==> config.mk <==
export PLATFORM = sky130hd
export DESIGN_NAME = lane_gate_controller
export DESIGN_NICKNAME = d
export VERILOG_FILES = /design/src/rtl/lane_gate_controller_pkg.sv /design/src/rtl/lane_gate_controller_gate_timer.sv /design/src/rtl/lane_gate_controller.sv
export SDC_FILE = /design/constraint.sdc
export NUM_CORES = 1
export LEC_CHECK = 0
export CORE_MARGIN = 2
export CORE_UTILIZATION = 33
export DETAILED_ROUTE_END_ITERATION = 8
export PLACE_DENSITY_LB_ADDON = 0.1
export SYNTH_ARGS = -nofsm -noshare
export SYNTH_HDL_FRONTEND = slang
export SYNTH_SLANG_ARGS = --single-unit
==> constraint.sdc <==
create_clock -name clk -period 3.8 [get_ports clk]
set_input_delay 0.76 -clock clk [delete_from_list [all_inputs] [get_ports clk]]
set_output_delay 0.76 -clock clk [all_outputs]
set_load 0.02 [all_outputs]
==> src/rtl/lane_gate_controller_pkg.sv <==
// Shared definitions for the car-park lane barrier controller: FSM states,
// lane direction encoding and the timer width helper.
package lane_gate_controller_pkg;

    typedef enum logic [1:0] {
        ST_IDLE    = 2'd0,
        ST_OPENING = 2'd1,
        ST_OPEN    = 2'd2,
        ST_CLOSING = 2'd3
    } gate_state_t;

    localparam logic DIR_IN  = 1'b1;
    localparam logic DIR_OUT = 1'b0;

    function automatic int max3(input int a, input int b, input int c);
        int m;
        m = (a > b) ? a : b;
        return (m > c) ? m : c;
    endfunction

endpackage

==> src/rtl/lane_gate_controller_gate_timer.sv <==
// Loadable down-counter shared by the open, pass-wait and close phases.
// Saturates at zero; done flags the terminal count.
module lane_gate_controller_gate_timer #(
    parameter int WIDTH = 5
) (
    input  logic             clk,
    input  logic             rst,
    input  logic             load,
    input  logic [WIDTH-1:0] load_val,
    input  logic             en,
    output logic [WIDTH-1:0] value,
    output logic             done
);

    always_ff @(posedge clk) begin
        if (rst) begin
            value <= '0;
        end else if (load) begin
            value <= load_val;
        end else if (en && (value != '0)) begin
            value <= value - 1'b1;
        end
    end

    assign done = (value == '0);

endmodule

==> src/rtl/lane_gate_controller.sv <==
// Lane barrier sequencer: latches entry/exit requests, arbitrates them
// round-robin and runs the barrier through open, hold and close phases.
//
//   state      | meaning
//   ST_IDLE    | barrier down, arbitrating pending requests
//   ST_OPENING | motor_up, barrier travelling up
//   ST_OPEN    | barrier up, waiting for a car to cross the loop
//   ST_CLOSING | motor_down, held off while the loop is occupied
module lane_gate_controller
    import lane_gate_controller_pkg::*;
#(
    parameter int OPEN_CYCLES  = 4,
    parameter int CLOSE_CYCLES = 4,
    parameter int PASS_TIMEOUT = 16
) (
    input  logic clk,
    input  logic rst,
    input  logic req_in,
    input  logic req_out,
    input  logic pass_sensor,
    input  logic parking_full,
    output logic motor_up,
    output logic motor_down,
    output logic gate_open,
    output logic dir_in,
    output logic lane_busy,
    output logic car_in,
    output logic car_out,
    output logic entry_denied,
    output logic pass_timeout
);

    localparam int TW = $clog2(max3(OPEN_CYCLES, CLOSE_CYCLES, PASS_TIMEOUT)) + 1;

    gate_state_t   state_q, state_d;
    logic          pend_in_q, pend_out_q;
    logic          clr_in, clr_out;
    logic          grant_in, grant_out;
    logic          last_grant_q, last_grant_d;
    logic          dir_d;
    logic          sensor_q;
    logic          passage;
    logic          tmr_load, tmr_en, tmr_done;
    logic [TW-1:0] tmr_load_val;
    logic [TW-1:0] tmr_value_unused;
    logic          car_in_d, car_out_d, denied_d, timeout_d;

    assign passage = pass_sensor & ~sensor_q;

    lane_gate_controller_gate_timer #(.WIDTH(TW)) u_timer (
        .clk      (clk),
        .rst      (rst),
        .load     (tmr_load),
        .load_val (tmr_load_val),
        .en       (tmr_en),
        .value    (tmr_value_unused),
        .done     (tmr_done)
    );

    always_comb begin
        state_d      = state_q;
        last_grant_d = last_grant_q;
        dir_d        = dir_in;
        clr_in       = 1'b0;
        clr_out      = 1'b0;
        grant_in     = 1'b0;
        grant_out    = 1'b0;
        tmr_load     = 1'b0;
        tmr_load_val = '0;
        tmr_en       = 1'b0;
        car_in_d     = 1'b0;
        car_out_d    = 1'b0;
        denied_d     = 1'b0;
        timeout_d    = 1'b0;

        case (state_q)
            ST_IDLE: begin
                // Entry wins when alone or when it is entry's turn on a tie;
                // a refused entry hands the lane straight to a waiting exit.
                if (pend_in_q && (!pend_out_q || last_grant_q == DIR_OUT)) begin
                    if (parking_full) begin
                        denied_d  = 1'b1;
                        clr_in    = 1'b1;
                        grant_out = pend_out_q;
                    end else begin
                        grant_in = 1'b1;
                    end
                end else if (pend_out_q) begin
                    grant_out = 1'b1;
                end

                if (grant_in || grant_out) begin
                    state_d      = ST_OPENING;
                    dir_d        = grant_in ? DIR_IN : DIR_OUT;
                    last_grant_d = grant_in ? DIR_IN : DIR_OUT;
                    clr_in       = clr_in | grant_in;
                    clr_out      = grant_out;
                    tmr_load     = 1'b1;
                    tmr_load_val = TW'(OPEN_CYCLES - 1);
                end
            end

            ST_OPENING: begin
                if (tmr_done) begin
                    state_d      = ST_OPEN;
                    tmr_load     = 1'b1;
                    tmr_load_val = TW'(PASS_TIMEOUT - 1);
                end else begin
                    tmr_en = 1'b1;
                end
            end

            ST_OPEN: begin
                if (passage || tmr_done) begin
                    state_d      = ST_CLOSING;
                    tmr_load     = 1'b1;
                    tmr_load_val = TW'(CLOSE_CYCLES - 1);
                    car_in_d     = passage & (dir_in == DIR_IN);
                    car_out_d    = passage & (dir_in == DIR_OUT);
                    timeout_d    = ~passage;
                end else begin
                    tmr_en = 1'b1;
                end
            end

            ST_CLOSING: begin
                if (pass_sensor) begin
                    tmr_load     = 1'b1;
                    tmr_load_val = TW'(CLOSE_CYCLES - 1);
                end else if (tmr_done) begin
                    state_d = ST_IDLE;
                end else begin
                    tmr_en = 1'b1;
                end
            end

            default: state_d = ST_IDLE;
        endcase
    end

    always_ff @(posedge clk) begin
        if (rst) begin
            state_q      <= ST_IDLE;
            pend_in_q    <= 1'b0;
            pend_out_q   <= 1'b0;
            last_grant_q <= DIR_OUT;
            sensor_q     <= 1'b0;
            motor_up     <= 1'b0;
            motor_down   <= 1'b0;
            gate_open    <= 1'b0;
            dir_in       <= 1'b0;
            lane_busy    <= 1'b0;
            car_in       <= 1'b0;
            car_out      <= 1'b0;
            entry_denied <= 1'b0;
            pass_timeout <= 1'b0;
        end else begin
            state_q      <= state_d;
            pend_in_q    <= (pend_in_q & ~clr_in) | req_in;
            pend_out_q   <= (pend_out_q & ~clr_out) | req_out;
            last_grant_q <= last_grant_d;
            sensor_q     <= pass_sensor;
            motor_up     <= (state_d == ST_OPENING);
            motor_down   <= (state_d == ST_CLOSING);
            gate_open    <= (state_d == ST_OPEN);
            dir_in       <= dir_d;
            lane_busy    <= (state_d != ST_IDLE);
            car_in       <= car_in_d;
            car_out      <= car_out_d;
            entry_denied <= denied_d;
            pass_timeout <= timeout_d;
        end
    end

endmodule

==> results.cfg, run 1 <==
[outcome]
status = complete, no violations

[synth]
ys_warn_count = 0
async_flop_share_pct = 0
synthMuxAreaShare_pct = 2.38
yosys.area_share.simple_pct = 29.1
synth_edf_count = 0
synthCells = 97
synth_seq_cells = 19
synth-xor-area-share_pct = 0.979
synth_area_per_cell_um2 = 9.22
yosysUniqueCellTypes = 40
synth_fa_ha_area_share_pct = 2.80
syn_area_um2 = 895
syn_nets = 105
ys_seq_area_share_pct = 42.5
synth_compound_area_share_pct = 19.2
synth_top_family_by_area = simple AND/OR/NAND/NOR gates
synthFlopType = dfxtp_1

[grt]
first_global_vias = 653
grt_usage_pct = 12.4
grt-ovfl-total = 0
grt_max_degree = 15
grt_pass1_wl_mm = 3.08
antenna_found_initial = 0

[sta]
tns_ns = 0
post-route-min-period_ns = 2.14
worst_pin_slew_ns = 0.556
max_freq_mhz = 467
fin_hold_ws_ns = 0.467
timing.final.max_slew_violations = 0
period_share_pct = 56.3
finalHoldViolCount = 0
setup_ws_ns = 1.66
clock_skew_ns = 0.00840
setup_viol = 0
rsz0062_at_grt = false
slew-limit-headroom_pct = 62.7

[layout]
finalNonFillerCells = 142
nets = 121
num_antenna_cells = 0
drive_gt1_share_pct = 8.93
layout_common_cells = dfxtp_1, clkdlybuf4s50_1, nor2_1
final_cell_area_um2 = 1090
final_common_cell = dfxtp_1
fill_cells = 261
syn_to_final_growth_pct = 21.5

[clock_tree]
post_cts_resized = 0
cts_buffer_depth = 2
hold_buffers = 0
cts_buffers = 3
clock-root-buffer = clkbuf_4
htreeDepth = 1
path_clk_slew_ns = 0.11
clk_latency_ns = 0.30
post_cts_buffers = 0
clock-sinks = 19
cts_tree = done

[floorplan]
chipWidth_um = 56.1
fp.dieH_um = 56.1
initial_core_util_pct = 35.5
pin_count = 15
row_count = 18
coreArea_um2 = 2520
dieArea_um2 = 3140

[placement]
dp_slack_ns = 1.38
dp.cells = 138
routabilityCongestion = 0.743
dp_hpwl_mm = 1.30
port_buffers = 14
dpl-instance-area_um2 = 1060

[detailed_routing]
drtIter0Drc = 12
dr.pass1.iters = 4
drc_errors = 0
viasPerCell = 5.19
ant_nets = 0
wire_per_inst_um = 12.4
vias = 737
wl_mm = 1.76

[power_and_ir_drop]
p_leak_nw = 0.407
pwr-share-clk_pct = 13.5
peakVddDrop_v = 0.000333
p_seq_share_pct = 38.7
intPower_w = 0.000456
switching_share_pct = 40.1
power_frac_comb_pct = 47.8
power_switching_w = 0.000305
power.density_nw_per_um2 = 700

[worst_setup_path]
critPathRequiredTime_ns = 3.04
reg2reg_depth = 6
reg2reg_from = u_timer.value[0]
slowest_delay_ns = 0.64
cp.depth = 1
reg2reg_to = u_timer.value[1]
cp.arrival_ns = 1.38
cp-start-kind = flip-flop
path_class = reg -> out
critPathBufInv = 1
cp_max_fo = 7
r2r_setup_slack_ns = 1.86
path_delay_family = buffers and inverters
critPathSlowestCell = clkdlybuf4s50_1
worstSetupEndpointType = output pin
crit_chain = clkdlybuf4s50_1

[flow_run]
maxCapViolations = 0

[worst_hold_path]
hold_end = entry_denied
min_from = pend_in_q
hp-class = reg -> reg
hold_depth = 2
worst max path at each step:
| stage | start | end | slack (ns) |
|---|---|---|---|
| final | last_grant_q | dir_in | 1.66 |
| after global routing | last_grant_q | dir_in | 1.55 |
| after CTS | last_grant_q | dir_in | 1.65 |
| after detailed placement | pass_sensor | u_timer.value[1] | 1.38 |
| after global placement | pass_sensor | u_timer.value[1] | 1.42 |
| after floorplan | pass_sensor | u_timer.value[1] | 2.06 |
metrics by stage:
step                      utilization, %  power, W
after detailed placement            42.0  0.000658
after global placement              42.0  0.000660
after global routing                43.1  0.000823
after floorplan                        -  0.000568
after CTS                           43.1  0.000765
final                               43.1  0.000761
cells in the mapped netlist (all sizes together) (2+ instances only):
master / instances / share of area (%)
nor2: 9 / 3.8
nor2b: 5 / 3.5
nor4b: 2 / 3.6
o21ai: 3 / 1.7
nor3: 4 / 4.1
inv: 4 / 1.7
a311oi: 3 / 2.9
a31oi: 2 / 1.4
ha: 2 / 2.8
nand2: 7 / 2.9
dfxtp: 19 / 43
nand2b: 4 / 2.8
a21oi: 7 / 3.9
o31ai: 2 / 1.7
or2: 2 / 1.4
clkbuf: 2 / 0.84
power by group through the flow:
stage / clock, W / sequential (W) / combinational, W
2_1_floorplan: 0 / 0.000297 / 0.000271
3_3_place_gp: 0 / 0.000297 / 0.000363
3_5_place_dp: 0 / 0.000297 / 0.000361
4_1_cts: 0.000110 / 0.000292 / 0.000363
5_1_grt: 0.000118 / 0.000301 / 0.000404
6_report: 0.000103 / 0.000294 / 0.000364
area by class of cell:
type,instances,area [µm²],share of cell area (%)
Clock buffer,3,22.5,2.07
Clock inverter,1,5.00,0.460
Inverter,4,15.0,1.38
Multi-Input combinational cell,71,487,44.8
Sequential cell,19,380,35.0
Tap cell,30,37.5,3.45
Timing Repair Buffer,14,140,12.9
routing by layer:
| layer | vias up | track usage, % | routed length, µm |
|---|---|---|---|
| met5 | - | 0 | 0 |
| met4 | 0 | 4.08 | 27 |
| met3 | 5 | 4.88 | 66 |
| met2 | 13 | 19.2 | 775 |
| met1 | 331 | 15.9 | 893 |
| li1 | 388 | - | - |
sequential cells by signal, summed over array words and instances (netlist names):
name           count
car_out            1
motor_down         1
entry_denied       1
sensor_q           1
pend_in_q          1
lane_busy          1
motor_up           1
u_timer.value      5
pend_out_q         1
car_in             1
pass_timeout       1
last_grant_q       1
gate_open          1
state_q            2
cells by family after synthesis:
family                   after synthesis
AO/OA/AOI/OAI                         25
XOR/XNOR                               1
adder cells (fa/ha/maj)                2
buffers and inverters                  7
flip-flops                            19
multiplexers                           2
AND/OR/NAND/NOR                       41
(Power assumes the default switching activity.)
==> inputs of run 2 (changes only) <==
Clock period 3.8 ns to 1.94 ns, I/O delays scaled along.
==> results.cfg, run 2 (same netlist as run 1, synthesis figures left out) <==
[floorplan]
chipWidth_um = 56.1
dieArea_um2 = 3140
coreArea_um2 = 2520
row_count = 18
initial_core_util_pct = 35.5
pin_count = 15
fp.dieH_um = 56.1

[sta]
max_freq_mhz = 542
tns_ns = 0
post-route-min-period_ns = 1.85
period_share_pct = 95.1
slew-limit-headroom_pct = 72.6
fin_hold_ws_ns = 0.469
setup_ws_ns = 0.0943
timing.final.max_slew_violations = 0
clock_skew_ns = 0.00394
setup_viol = 0
worst_pin_slew_ns = 0.407
finalHoldViolCount = 0

[worst_hold_path]
hp-class = reg -> reg
hold_depth = 2
hold_end = entry_denied
min_from = pend_in_q

[clock_tree]
cts_tree = done
htreeDepth = 1
clock-sinks = 19
cts_buffers = 3
cts_buffer_depth = 2
path_clk_slew_ns = 0.11
clk_latency_ns = 0.29
clock-root-buffer = clkbuf_4

[power_and_ir_drop]
total_power_w = 0.00164
power.density_nw_per_um2 = 1410
power_frac_comb_pct = 53.5
p_leak_nw = 0.450
pwr-share-clk_pct = 12.2
p_seq_share_pct = 34.3
peakVddDrop_v = 0.000826
switching_share_pct = 39.0
intPower_w = 0.000998
power_switching_w = 0.000638

[worst_setup_path]
reg2reg_from = u_timer.value[0]
critPathRequiredTime_ns = 2.13
reg2reg_depth = 6
reg2reg_to = lane_busy
r2r_setup_slack_ns = 0.09
cp.arrival_ns = 2.03
path_class = reg -> reg
worstSetupEndpointType = flip-flop
cp_max_fo = 5
cp-start-kind = flip-flop

[grt]
grt-ovfl-total = 0
grt_usage_pct = 14.1
grt_pass1_wl_mm = 3.56
first_global_vias = 792
grt_max_degree = 13
antenna_found_initial = 0

[detailed_routing]
ant_nets = 0
vias = 799
m1WireLength_um = 919
highest_layer = met4
drtIter0Drc = 9
dr.pass1.iters = 4
wire_per_inst_um = 13.4
route.met2.wl_mm = 1.00
wl_mm = 2.02
wl_met3_um = 81
viasPerCell = 5.29
drc_errors = 0

[placement]
routabilityCongestion = 0.810
dp_hpwl_mm = 1.44
port_buffers = 14
dp_slack_ns = 0.0814
dp.cells = 145

[layout]
nets = 130
layout_common_cells = dfxtp_1, clkdlybuf4s50_1, nor2_1, buf_4
finalNonFillerCells = 151
num_antenna_cells = 0
largest_reg_flops = 5
top_register = u_timer.value
syn_to_final_growth_pct = 29.7
drive_gt1_share_pct = 15.7
fill_cells = 254
reg_top3 = u_timer.value x5, state_q x2
final_common_cell = dfxtp_1

[flow_run]
maxCapViolations = 0

[outcome]
status = complete, no violations
-- run 2: how the worst max path moves through the flow --
| stage | from | slack, ns | to | cells after the start |
|---|---|---|---|---|
| after detailed placement | pass_sensor | 0.08 | motor_up | 5 |
| after global routing | u_timer.value[0] | -0.005 | u_timer.value[3] | 8 |
| after global placement | pass_sensor | 0.04 | u_timer.value[1] | 5 |
| after floorplan | u_timer.value[0] | 0.24 | u_timer.value[1] | 6 |
| final | u_timer.value[0] | 0.09 | lane_busy | 6 |
| after CTS | u_timer.value[0] | 0.08 | lane_busy | 6 |
-- run 2: critical path, cell delays in order, from the launching register on --
cell     delay, ns
dfxtp_1       0.35
inv_1         0.08
ha_1          0.19
or4b_4        0.54
nor3_4        0.25
nor3_2        0.09
or2_1         0.23
-- run 2: cell type report --
type	count	area [µm²]	share of cell area, %
multi-input cells	71	493	42.5
flip-flops and latches	19	380	32.8
repair buffers	23	208	17.9
well taps	30	37.5	3.24
clock buffers	4	26.3	2.27
inverters	4	15.0	1.29
-- run 2: power groups by stage --
stage	logic [W]	registers, W	clock network, W
finish	0.000876	0.000561	0.000199
detailed placement	0.000806	0.000565	0
global placement	0.000808	0.000564	0
floorplan	0.000531	0.000582	0
CTS	0.000812	0.000559	0.000210
global route	0.000965	0.000573	0.000224
-- run 2: through the flow --
| stage | cell area, µm² | util [%] |
|---|---|---|
| after floorplan | 895 | - |
| after global placement | 1110 | 44.1 |
| after detailed placement | 1110 | 44.1 |
| after CTS | 1140 | 45.1 |
| after global routing | 1160 | 46.0 |
| final | 1160 | 46.0 |
-- run 2: layer usage --
metal	vias to the layer above	track usage, %
li1	407	-
met1	377	16.8
met2	13	25.0
met3	2	4.42
met4	0	2.04
met5	-	0
-- run 2: timing repair --
action                                  4_1_cts  5_1_grt
hold endpoints to repair                      0        0
buffers inserted                              0        2
resized for setup                             0        1
hold buffers                                  0        0
endpoints found under the setup margin        0        3
==> inputs of run 3 (changes only) <==
Settings changed: CTS_CLUSTER_SIZE from default to 10.
==> results of run 3 <==
No change in the layout: final DEF, timing and power equal those of run 2.
